### config.mk
export PLATFORM = sky130hd
export DESIGN_NAME = rv_mc_datapath
export DESIGN_NICKNAME = d
export VERILOG_FILES = /design/src/rtl/rv_mc_datapath.sv
export SDC_FILE = /design/constraint.sdc
export NUM_CORES = 2
export LEC_CHECK = 0
export BUFFER_PORTS_ARGS = -buffer_cell sky130_fd_sc_hd__buf_2
export CAP_MARGIN = 10
export CORE_ASPECT_RATIO = 0.5
export CORE_MARGIN = 2
export CORE_UTILIZATION = 30
export CTS_BUF_LIST = sky130_fd_sc_hd__clkbuf_8
export CTS_CLUSTER_SIZE = 28
export DETAILED_ROUTE_END_ITERATION = 8
export GPL_TIMING_DRIVEN = 0
export HOLD_SLACK_MARGIN = 0.02
export MAX_ROUTING_LAYER = met4
export PLACE_DENSITY_LB_ADDON = 0.25
export SYNTH_ARGS = -nofsm -noshare
export SYNTH_HDL_FRONTEND = slang
export SYNTH_SLANG_ARGS = --single-unit
### constraint.sdc
create_clock -name clk -period 5 [get_ports clk]
set_clock_uncertainty 0.1 [all_clocks]
set_input_delay 1.25 -clock clk [delete_from_list [all_inputs] [get_ports clk]]
set_output_delay 1.25 -clock clk [all_outputs]
set_load 0.01 [all_outputs]
### src/rtl/rv_mc_datapath.sv
// rv_mc_datapath: multi-cycle RV32I datapath sharing one req/ready memory port
// ImmSrc: 0=I 1=S 2=B 3=J 4=U
// ALUControl: 0 add 1 sub 2 and 3 or 4 xor 5 slt 6 sltu 7 sll 8 srl 9 sra, others pass SrcB
// LoadExtSrc: 0 lb 1 lh 4 lbu 5 lhu, others word
module rv_mc_datapath #(
    parameter int          ADDR_W   = 32,
    parameter logic [31:0] RESET_PC = 32'h0
) (
    input  logic              clk,
    input  logic              rst_n,
    output logic [31:0]       instr,
    input  logic              RegWrite,
    input  logic [2:0]        ImmSrc,
    input  logic              ALUSrcA,
    input  logic              ALUSrcB,
    input  logic [3:0]        ALUControl,
    input  logic [1:0]        ResultSrc,
    input  logic [1:0]        PCSrc,
    input  logic [2:0]        LoadExtSrc,
    input  logic              MemRead,
    input  logic              MemWrite,
    output logic              Zero,
    output logic              NEG,
    output logic              NEGU,
    output logic [ADDR_W-1:0] PC,
    output logic              mem_req,
    output logic              mem_we,
    output logic [ADDR_W-1:0] mem_addr,
    output logic [31:0]       mem_wdata,
    output logic [3:0]        mem_wstrb,
    input  logic [31:0]       mem_rdata,
    input  logic              mem_ready,
    output logic              retire,
    output logic              misalign
);
    localparam logic [ADDR_W-1:0] PC0 = RESET_PC[ADDR_W-1:0];

    typedef enum logic [2:0] {FETCH, DECODE, EXEC, MEM, WB} state_t;

    state_t            state;
    logic [31:0]       rf [32];
    logic [31:0]       a_r, b_r, imm_r, alu_out, mdr;
    logic              mis;
    logic [31:0]       rd1, rd2, imm, src_a, src_b, alu_y, ld_sh, ld_val, result;
    logic [4:0]        rs1, rs2, rd;
    logic [1:0]        size, ea;
    logic              lt_s, lt_u, aligned, is_mem;
    logic [3:0]        wstrb_n;
    logic [31:0]       wdata_n;
    logic [ADDR_W-1:0] pc4, pc_imm, pc_jr, pc_next;

    assign rs1 = instr[19:15];
    assign rs2 = instr[24:20];
    assign rd  = instr[11:7];
    assign rd1 = rs1 == 5'd0 ? 32'h0 : rf[rs1];
    assign rd2 = rs2 == 5'd0 ? 32'h0 : rf[rs2];

    assign imm = ImmSrc == 3'd1 ? {{20{instr[31]}}, instr[31:25], instr[11:7]} :
                 ImmSrc == 3'd2 ? {{19{instr[31]}}, instr[31], instr[7], instr[30:25], instr[11:8], 1'b0} :
                 ImmSrc == 3'd3 ? {{11{instr[31]}}, instr[31], instr[19:12], instr[20], instr[30:21], 1'b0} :
                 ImmSrc == 3'd4 ? {instr[31:12], 12'h0} :
                                  {{20{instr[31]}}, instr[31:20]};

    assign src_a = ALUSrcA ? 32'(PC) : a_r;
    assign src_b = ALUSrcB ? imm_r : b_r;
    assign lt_s  = $signed(src_a) < $signed(src_b);
    assign lt_u  = src_a < src_b;

    // ALU operation select
    always_comb begin
        case (ALUControl)
            4'd0:    alu_y = src_a + src_b;
            4'd1:    alu_y = src_a - src_b;
            4'd2:    alu_y = src_a & src_b;
            4'd3:    alu_y = src_a | src_b;
            4'd4:    alu_y = src_a ^ src_b;
            4'd5:    alu_y = {31'h0, lt_s};
            4'd6:    alu_y = {31'h0, lt_u};
            4'd7:    alu_y = src_a << src_b[4:0];
            4'd8:    alu_y = src_a >> src_b[4:0];
            4'd9:    alu_y = $signed(src_a) >>> src_b[4:0];
            default: alu_y = src_b;
        endcase
    end

    // Access size lives in funct3; alignment is judged on the fresh ALU result in EXEC
    assign size    = instr[13:12];
    assign ea      = alu_y[1:0];
    assign is_mem  = MemRead | MemWrite;
    assign aligned = size == 2'd0 || (size == 2'd1 && !ea[0]) || ea == 2'd0;
    assign wstrb_n = size == 2'd0 ? 4'b0001 << ea : size == 2'd1 ? 4'b0011 << ea : 4'b1111;
    assign wdata_n = size == 2'd0 ? {4{b_r[7:0]}} : size == 2'd1 ? {2{b_r[15:0]}} : b_r;

    assign ld_sh  = mdr >> {alu_out[1:0], 3'b000};
    assign ld_val = LoadExtSrc == 3'd0 ? {{24{ld_sh[7]}}, ld_sh[7:0]} :
                    LoadExtSrc == 3'd1 ? {{16{ld_sh[15]}}, ld_sh[15:0]} :
                    LoadExtSrc == 3'd4 ? {24'h0, ld_sh[7:0]} :
                    LoadExtSrc == 3'd5 ? {16'h0, ld_sh[15:0]} : ld_sh;

    assign pc4     = PC + ADDR_W'(3'd4);
    assign pc_imm  = PC + imm_r[ADDR_W-1:0];
    assign pc_jr   = {alu_out[ADDR_W-1:1], 1'b0};
    assign pc_next = (mis || PCSrc == 2'd0) ? pc4 : PCSrc == 2'd1 ? pc_imm : pc_jr;
    assign result  = ResultSrc == 2'd0 ? alu_out : ResultSrc == 2'd1 ? ld_val :
                     ResultSrc == 2'd2 ? 32'(pc4) : imm_r;

    // Register file write in WB; x0 and misaligned accesses never write
    always_ff @(posedge clk) begin
        if (state == WB && RegWrite && !mis && rd != 5'd0)
            rf[rd] <= result;
    end

    // Control FSM; memory port signals are registered and set up on entry to FETCH/MEM
    always_ff @(posedge clk or negedge rst_n) begin
        if (!rst_n) begin
            state     <= FETCH;
            PC        <= PC0;
            instr     <= 32'h0000_0013;
            a_r       <= '0;
            b_r       <= '0;
            imm_r     <= '0;
            alu_out   <= '0;
            mdr       <= '0;
            mis       <= 1'b0;
            Zero      <= 1'b0;
            NEG       <= 1'b0;
            NEGU      <= 1'b0;
            mem_req   <= 1'b0;
            mem_we    <= 1'b0;
            mem_addr  <= PC0;
            mem_wdata <= '0;
            mem_wstrb <= '0;
            retire    <= 1'b0;
            misalign  <= 1'b0;
        end else begin
            retire   <= 1'b0;
            misalign <= 1'b0;
            case (state)
                FETCH: begin
                    if (!mem_req) begin
                        mem_req  <= 1'b1;
                        mem_addr <= PC;
                    end else if (mem_ready) begin
                        instr   <= mem_rdata;
                        mem_req <= 1'b0;
                        state   <= DECODE;
                    end
                end
                DECODE: begin
                    a_r   <= rd1;
                    b_r   <= rd2;
                    imm_r <= imm;
                    state <= EXEC;
                end
                EXEC: begin
                    alu_out <= alu_y;
                    Zero    <= alu_y == 32'h0;
                    NEG     <= lt_s;
                    NEGU    <= lt_u;
                    if (is_mem && aligned) begin
                        mem_req   <= 1'b1;
                        mem_we    <= MemWrite;
                        mem_addr  <= alu_y[ADDR_W-1:0];
                        mem_wdata <= wdata_n;
                        mem_wstrb <= MemWrite ? wstrb_n : 4'b0000;
                        state     <= MEM;
                    end else begin
                        mis      <= is_mem;
                        misalign <= is_mem;
                        retire   <= 1'b1;
                        state    <= WB;
                    end
                end
                MEM: begin
                    if (mem_ready) begin
                        if (!mem_we)
                            mdr <= mem_rdata;
                        mem_req   <= 1'b0;
                        mem_we    <= 1'b0;
                        mem_wstrb <= 4'b0000;
                        retire    <= 1'b1;
                        state     <= WB;
                    end
                end
                WB: begin
                    PC       <= pc_next;
                    mis      <= 1'b0;
                    mem_req  <= 1'b1;
                    mem_addr <= pc_next;
                    state    <= FETCH;
                end
                default: state <= FETCH;
            endcase
        end
    end
endmodule

## Word level (Yosys, flattened, before mapping)

Memory sizes are Yosys's and may differ from the RTL's.
Index checks and enable logic that the tools add are counted.

| operators by class | value |
|---|---|
| bitwise gates (word level) | 5 |
| shift-type cells | 6 |
| muxes and demuxes | 50 |
| magnitude comparators | 2 |
| add/subtract/negate cells | 4 |
| equality and inequality tests | 30 |
| reductions and logical operators | 33 |

Operators with widths:

| cell | count |
|---|---|
| $mux 32 | 17 |
| $pmux 32 s10 | 1 |
| $mux 31 | 4 |
| $pmux 32 s3 | 1 |
| $add 32x32->32 | 2 |
| $lt 32x32->1 | 2 |
| $shr 32x5->32 | 2 |
| $add 32x3->32 const B | 1 |
| $and 32x32->32 | 1 |
| $logic_not 32->1 | 1 |
| $or 32x32->32 | 1 |
| $shl 32x5->32 | 1 |
| $sshr 32x5->32 | 1 |
| $sub 32x32->32 | 1 |
| $xor 32x32->32 | 1 |
| $mux 4 | 5 |
| $reduce_and 3->1 | 6 |
| $eq 4x3->1 const B | 4 |
| $eq 3x2->1 const B | 4 |
| $eq 3x3->1 const B | 4 |
| $mux 1 | 12 |
| $mux 3 | 4 |
| $ne 2x2->1 const B | 6 |
| $pmux 3 s4 | 1 |
| other kinds (25) | 47 |

| word-level totals | value |
|---|---|
| input port bits | 54 |
| word-level logic and storage cells | 150 |
| RAM bits | 1024 |
| register bits after elaboration | 303 |
| memories kept | 1 |
| output and inout port bits | 139 |

Memories:

| name | depth | bits a word | rd ports | clocked after Yosys merged registers in | write ports | line | source |
|---|---|---|---|---|---|---|---|
| rf | 32 | 32 | 2 | 0 | 1 | 41 | `logic [31:0] rf [32];` |

## Longest topological paths before layout

| logic depth | value |
|---|---|
| word-level depth | 10 |
| mapped depth | 27 |
| mapped depth without buffers | 20 |

## Worst setup path before layout

Ideal clock, no wire load.

| path | value |
|---|---|
| path kind | input port to flip-flop |
| from | input port ALUSrcB |
| to | register mem_addr[11] |
| setup slack | -1428 ps |
| stages | 24 |
| setup time | 127 ps |
| required time | 4773 ps |
| data arrival time | 6201 ps |
| buffers on the path | 6 |
| cells stage by stage | buf_2 -> buf_1 -> buf_1 -> mux2i_1 -> ha_1 -> buf_2 -> or4_4 -> or3_1 -> nor3_2 -> a211oi_1 -> a2111oi_4 -> a21oi_2 -> o21ai_2 -> a32oi_1 -> inv_1 -> ha_1 -> nor2b_1 -> o21ai_0 -> a31oi_1 -> nor4_2 -> or2_1 -> buf_4 -> buf_6 -> mux2_1 |

| on the way | value |
|---|---|
| word-level cells in the longest chain between the ends | 10 |
| elaborated cells on any way between the ends | 22 |
| classes of those cells | add/sub: 2; order compare: 2; eq/ne: 1; shift: 3; mux: 4; bitwise: 3; reduce/logical: 7 |

RTL lines:

| element | line | source |
|---|---|---|
| start, declared | 15 | `input logic ALUSrcB,` |
| $mux 32 * | 65 | `assign src_b = ALUSrcB ? imm_r : b_r;` |
| $sub 32x32->32, or another cell as far along | 73 | `4'd1: alu_y = src_a - src_b;` |
| $pmux 32 s10 * | 71 | `case (ALUControl)` |
| via alu_y[0] | 44 | `logic [31:0] rd1, rd2, imm, src_a, src_b, alu_y, ld_sh, ld_val, result;` |
| $logic_not 1->1 | 90 | `assign aligned = size == 2'd0 \|\| (size == 2'd1 && !ea[0]) \|\| ea == 2'd0;` |
| $logic_and 1x1->1 | 90 |  |
| $logic_or 1x1->1 | 90 |  |
| $logic_or 1x1->1 * | 90 |  |
| $logic_and 1x1->1 * | 160 | `if (is_mem && aligned) begin` |
| $ne 2x2->1 (no line) * | -- |  |
| $reduce_and 3->1 (no line) * | -- |  |
| end signal, assigned | 163 | `mem_addr <= alu_y[ADDR_W-1:0];` |
| end signal, assigned | 189 | `mem_addr <= pc_next;` |
| end, declared | 28 | `output logic [ADDR_W-1:0] mem_addr,` |

The timed path passes the listed nets; every way through them passes the cells marked *. The select of a mux whose other input is x is not followed.
A chain may end at the register's enable or synchronous reset.

## Worst setup path after layout

| path | value |
|---|---|
| from | register PC[31] |
| to | register mem_addr[11] |

| on the way | value |
|---|---|
| word-level cells in the longest chain between the ends | 10 |
| elaborated cells on any way between the ends | 17 |
| classes of those cells | order compare: 2; eq/ne: 1; shift: 3; mux: 4; reduce/logical: 7 |

RTL lines:

| element | line | source |
|---|---|---|
| start, declared | 25 | `output logic [ADDR_W-1:0] PC,` |
| start signal, assigned | 186 | `PC <= pc_next;` |
| $mux 32 * | 64 | `assign src_a = ALUSrcA ? 32'(PC) : a_r;` |
| $lt 32x32->1, or another cell as far along | 67 | `assign lt_u = src_a < src_b;` |
| $pmux 32 s10 * | 71 |  |
| via alu_y[0] | 44 |  |
| $logic_not 1->1 | 90 |  |
| $logic_and 1x1->1 | 90 |  |
| $logic_or 1x1->1 | 90 |  |
| $logic_or 1x1->1 * | 90 |  |
| $logic_and 1x1->1 * | 160 |  |
| $ne 2x2->1 (no line) * | -- |  |
| $reduce_and 3->1 (no line) * | -- |  |

Marks and branches as above.

==> impl_metrics.py <==
metrics = {
    "outcome": {
        "status": "finished, violations left",
        "violations": "setup timing",
    },
    "placed_design": {
        "gp_congestion": 1.026,
        "hpwl_microns": 258600,
        "port_buffers": 188,
    },
    "route": {
        "wl_microns": 340200,
        "drtAntennaViolNets": 0,
        "via_per_inst": 6.021,
        "firstDrtPassIters": 9,
        "drt_iter0_drc": 8184,
        "routed-via-count": 56630,
        "drc": 0,
        "wl_per_cell_microns": 36.17,
    },
    "critical_path": {
        "cp_max_fo": 11,
        "startpoint_type": "flip-flop",
        "critPathBufInv": 5,
        "cpMostUsedCell": "nand2_1",
        "critPathTopFamily": "buffers and inverters",
        "crit_path_end_kind": "flip-flop",
        "critical_path_arrival_ns": 6.35,
        "cp.required_ns": 5.74,
        "max_stage_delay_ns": 0.60,
        "worstPathCellList": "mux2i_1 > inv_1 > clkbuf_2 > ha_1 > nand2_1 > nor4b_1 > a21oi_1 > nand2_1 > nor2_1 > o211a_1 > a32oi_4 > inv_2 > ha_4 > nor2b_4 > o21ai_4 > a31oi_4 > nor4_4 > buf_4 > or2_4 > buf_12 > mux2_1",
        "crit_type": "reg2reg",
        "slowest_stage": "dfrtp_2",
    },
    "finish": {
        "area_growth_pct": 19.52,
        "largest-register": "rf",
        "final_layout_size_suffix_gt1_frac": 0.3080,
        "largest_reg_flops": 1024,
        "nNetsFinal": 6163,
    },
    "grt": {
        "grt_max_degree": 112,
        "gr-total-overflow": 0,
        "antenna_found_initial": 25,
        "grt_pass1_wl_microns": 458300,
        "grt_pass1_vias": 54260,
        "grt_use_total": 0.2718,
    },
    "yosys": {
        "synth_top_family_by_area": "multiplexers",
        "synth_compound_area_frac": 0.1095,
        "ys_seq_elements": 1327,
        "synth_top_flop_cell": "edfxtp_1",
        "synth_area_leaders": "edfxtp_1, mux4_2, dfrtp_1",
        "syn-cell-area_sq_mm": 0.07389,
        "synthTopCellsByCount": "edfxtp_1, mux4_2, nand2_1",
        "seq_area_frac_synth": 0.5188,
        "postSynth.asyncResetShare": 0.2283,
        "synth_top_area_share": 0.4162,
        "yosysTopAreaCell": "edfxtp_1",
        "netlist_instances": 5343,
        "synth_edf_count": 1024,
        "yosys_warnings": 0,
        "synth_adder_area_share": 0.02333,
        "yosysUniqueCellTypes": 106,
        "synthXorXnorAreaFrac": 0.007231,
        "yosys.area_share.simple": 0.06717,
        "yosysMostFrequentCell": "edfxtp_1",
        "syn_area_per_cell_sq_um": 13.83,
        "muxShareOfSynthArea": 0.2438,
    },
    "timing": {
        "finalHoldViolCount": 0,
        "drv_slew": 0,
        "whs_ns": 0.2268,
        "fin_crit_ns": 5.614,
        "finalSetupViolations": 85,
        "rsz0062_at_grt": "true",
        "finalCritPeriodShare": 1.123,
        "tightestPinTransition_ns": 1.399,
        "setup_slack_ns": -0.6145,
        "clock.fmax_ghz": 0.1781,
        "timing.slew.headroom": 0.06762,
    },
    "power_and_ir_drop": {
        "combPwrFrac": 0.593,
        "p_total_mw": 64.39,
        "total_leakage_power_nw": 30.92,
        "switchingPower_mw": 31.52,
        "clockPowerShare": 0.144,
        "ir_worst_vdd_v": 0.0003374,
        "intPower_mw": 32.86,
        "swShare": 0.4896,
        "seq_power_share": 0.262,
        "cellPowerDensity_mw_per_mm2": 729.1,
    },
    "floorplanning": {
        "die_h_microns": 354.9,
        "die_w_microns": 705.9,
        "core_region_area_sq_mm": 0.2442,
        "initial_utilization": 0.3025,
        "fp.dieArea_sq_mm": 0.2505,
        "rows": 128,
        "io_pins": 193,
    },
    "clock_network": {
        "clock_latency_ns": 0.97,
        "cts.sinks": 1327,
        "path_clk_slew_ns": 0.07,
        "root_buffer": "clkbuf_8",
        "numCtsBuffers": 211,
        "cts_tree": "built",
        "cts-htree-levels": 4,
        "clock_path_buffers": 3,
    },
    "flow_run": {
        "max-cap-violations": 0,
    },
    "min_path": {
        "min_path_type": "in2async",
    },
}
## power by group through the flow
stage                     clock network, mW  logic [mW]  registers (mW)
after detailed placement                  0        35.3            16.8
after floorplan                           0        20.5            15.5
after CTS                              9.38        36.8            16.8
after global placement                    0        34.5            17.0
final                                  9.28        38.2            16.9
after global routing                   9.84        39.4            16.9
## cells in the final DEF, fill, tap and decap left out, types with 24 or more instances in the layout
master / n
a21o_1: 73
buf_6: 32
a211oi_1: 47
xor2_1: 24
clkbuf_8: 238
buf_12: 74
conb_1: 32
mux2_4: 31
mux2i_1: 173
o22ai_1: 109
ha_1: 110
mux2_2: 178
nor2_4: 32
buf_1: 73
o21a_1: 30
nor2_1: 227
clkbuf_1: 223
nor3_1: 56
mux4_2: 596
nand2_1: 369
o21ai_0: 217
inv_1: 165
edfxtp_1: 1024
a22oi_1: 36
a31oi_1: 34
clkinv_1: 40
dfrtp_1: 280
o221ai_1: 35
nand3_1: 74
buf_8: 30
o211ai_1: 50
xnor2_1: 37
a21oi_1: 213
o31ai_1: 66
buf_2: 208
mux2i_4: 38
nor2b_1: 68
buf_4: 106
## metrics by stage
step	setup TNS (ns)	util	setup slack (ns)	std cells	cell area, sq um
global route	-34.29	0.3615	-0.5368	9398	88300
floorplan	-42.48	-	-0.7632	5374	74510
finish	-40.87	0.3616	-0.6145	9404	88320
global placement	-4144.76	0.3256	-3.838	8812	79510
CTS	-19.34	0.3595	-0.3871	9364	87810
detailed placement	-278.44	0.3346	-3.030	8908	81720
## logic make-up (layout without fill, tap and decap cells)
family / count (synthesis) / count (layout)
AO/OA/AOI/OAI: 1204 / 1204
XOR/XNOR: 61 / 61
adder cells (fa/ha/maj): 136 / 136
buffers and inverters: 531 / 1297
flip-flops: 1327 / 1327
multiplexers: 1026 / 1026
other: 1 / 46
AND/OR/NAND/NOR: 1057 / 1057
## repair_timing
action | 4_1_cts | 5_1_grt
buffers inserted | 84 | 23
pin swaps | 21 | 13
hold buffers | 0 | 0
gates resized for setup | 257 | 72
cloned | 3 | 0
endpoints found under the setup margin | 157 | 99
## per-layer routing
layer  up-vias  routed length (microns)  track usage
met5         -                        0            -
met1     29680                   137100       0.3552
li1      22760                        -            -
met3       699                    32740      0.05438
met4         0                    17190       0.1135
met2      3482                   153200       0.4143
## worst paths after layout
path,startpoint,slack [ns],cells after the start,endpoint
setup reg to reg,PC[31]$_DFFE_PN0P_,-0.61,21,mem_addr[11]$_DFFE_PN0P_
setup / recovery,PC[31]$_DFFE_PN0P_,-0.61,21,mem_addr[11]$_DFFE_PN0P_
min in group clk,NEG$_DFFE_PN0P_,0.39,1,NEG$_DFFE_PN0P_
max in group asynchronous,rst_n,3.02,3,b_r[3]$_DFFE_PN0P_
hold / removal,rst_n,0.23,1,PC[6]$_DFFE_PN0P_
hold reg to reg,NEG$_DFFE_PN0P_,0.39,1,NEG$_DFFE_PN0P_
## final cells by class
type,instances,area (sq um)
inverters,122,509.2
clock buffers,237,3262
clock inverters,143,825.8
repair buffers,399,3750
multi-input cells,3516,35280
flip-flops and latches,1327,38370
plain buffers,396,2218
well taps,3250,4066
fillers,23610,155900
diodes,14,35.03
Note: power is estimated with default switching activity, not from simulation.
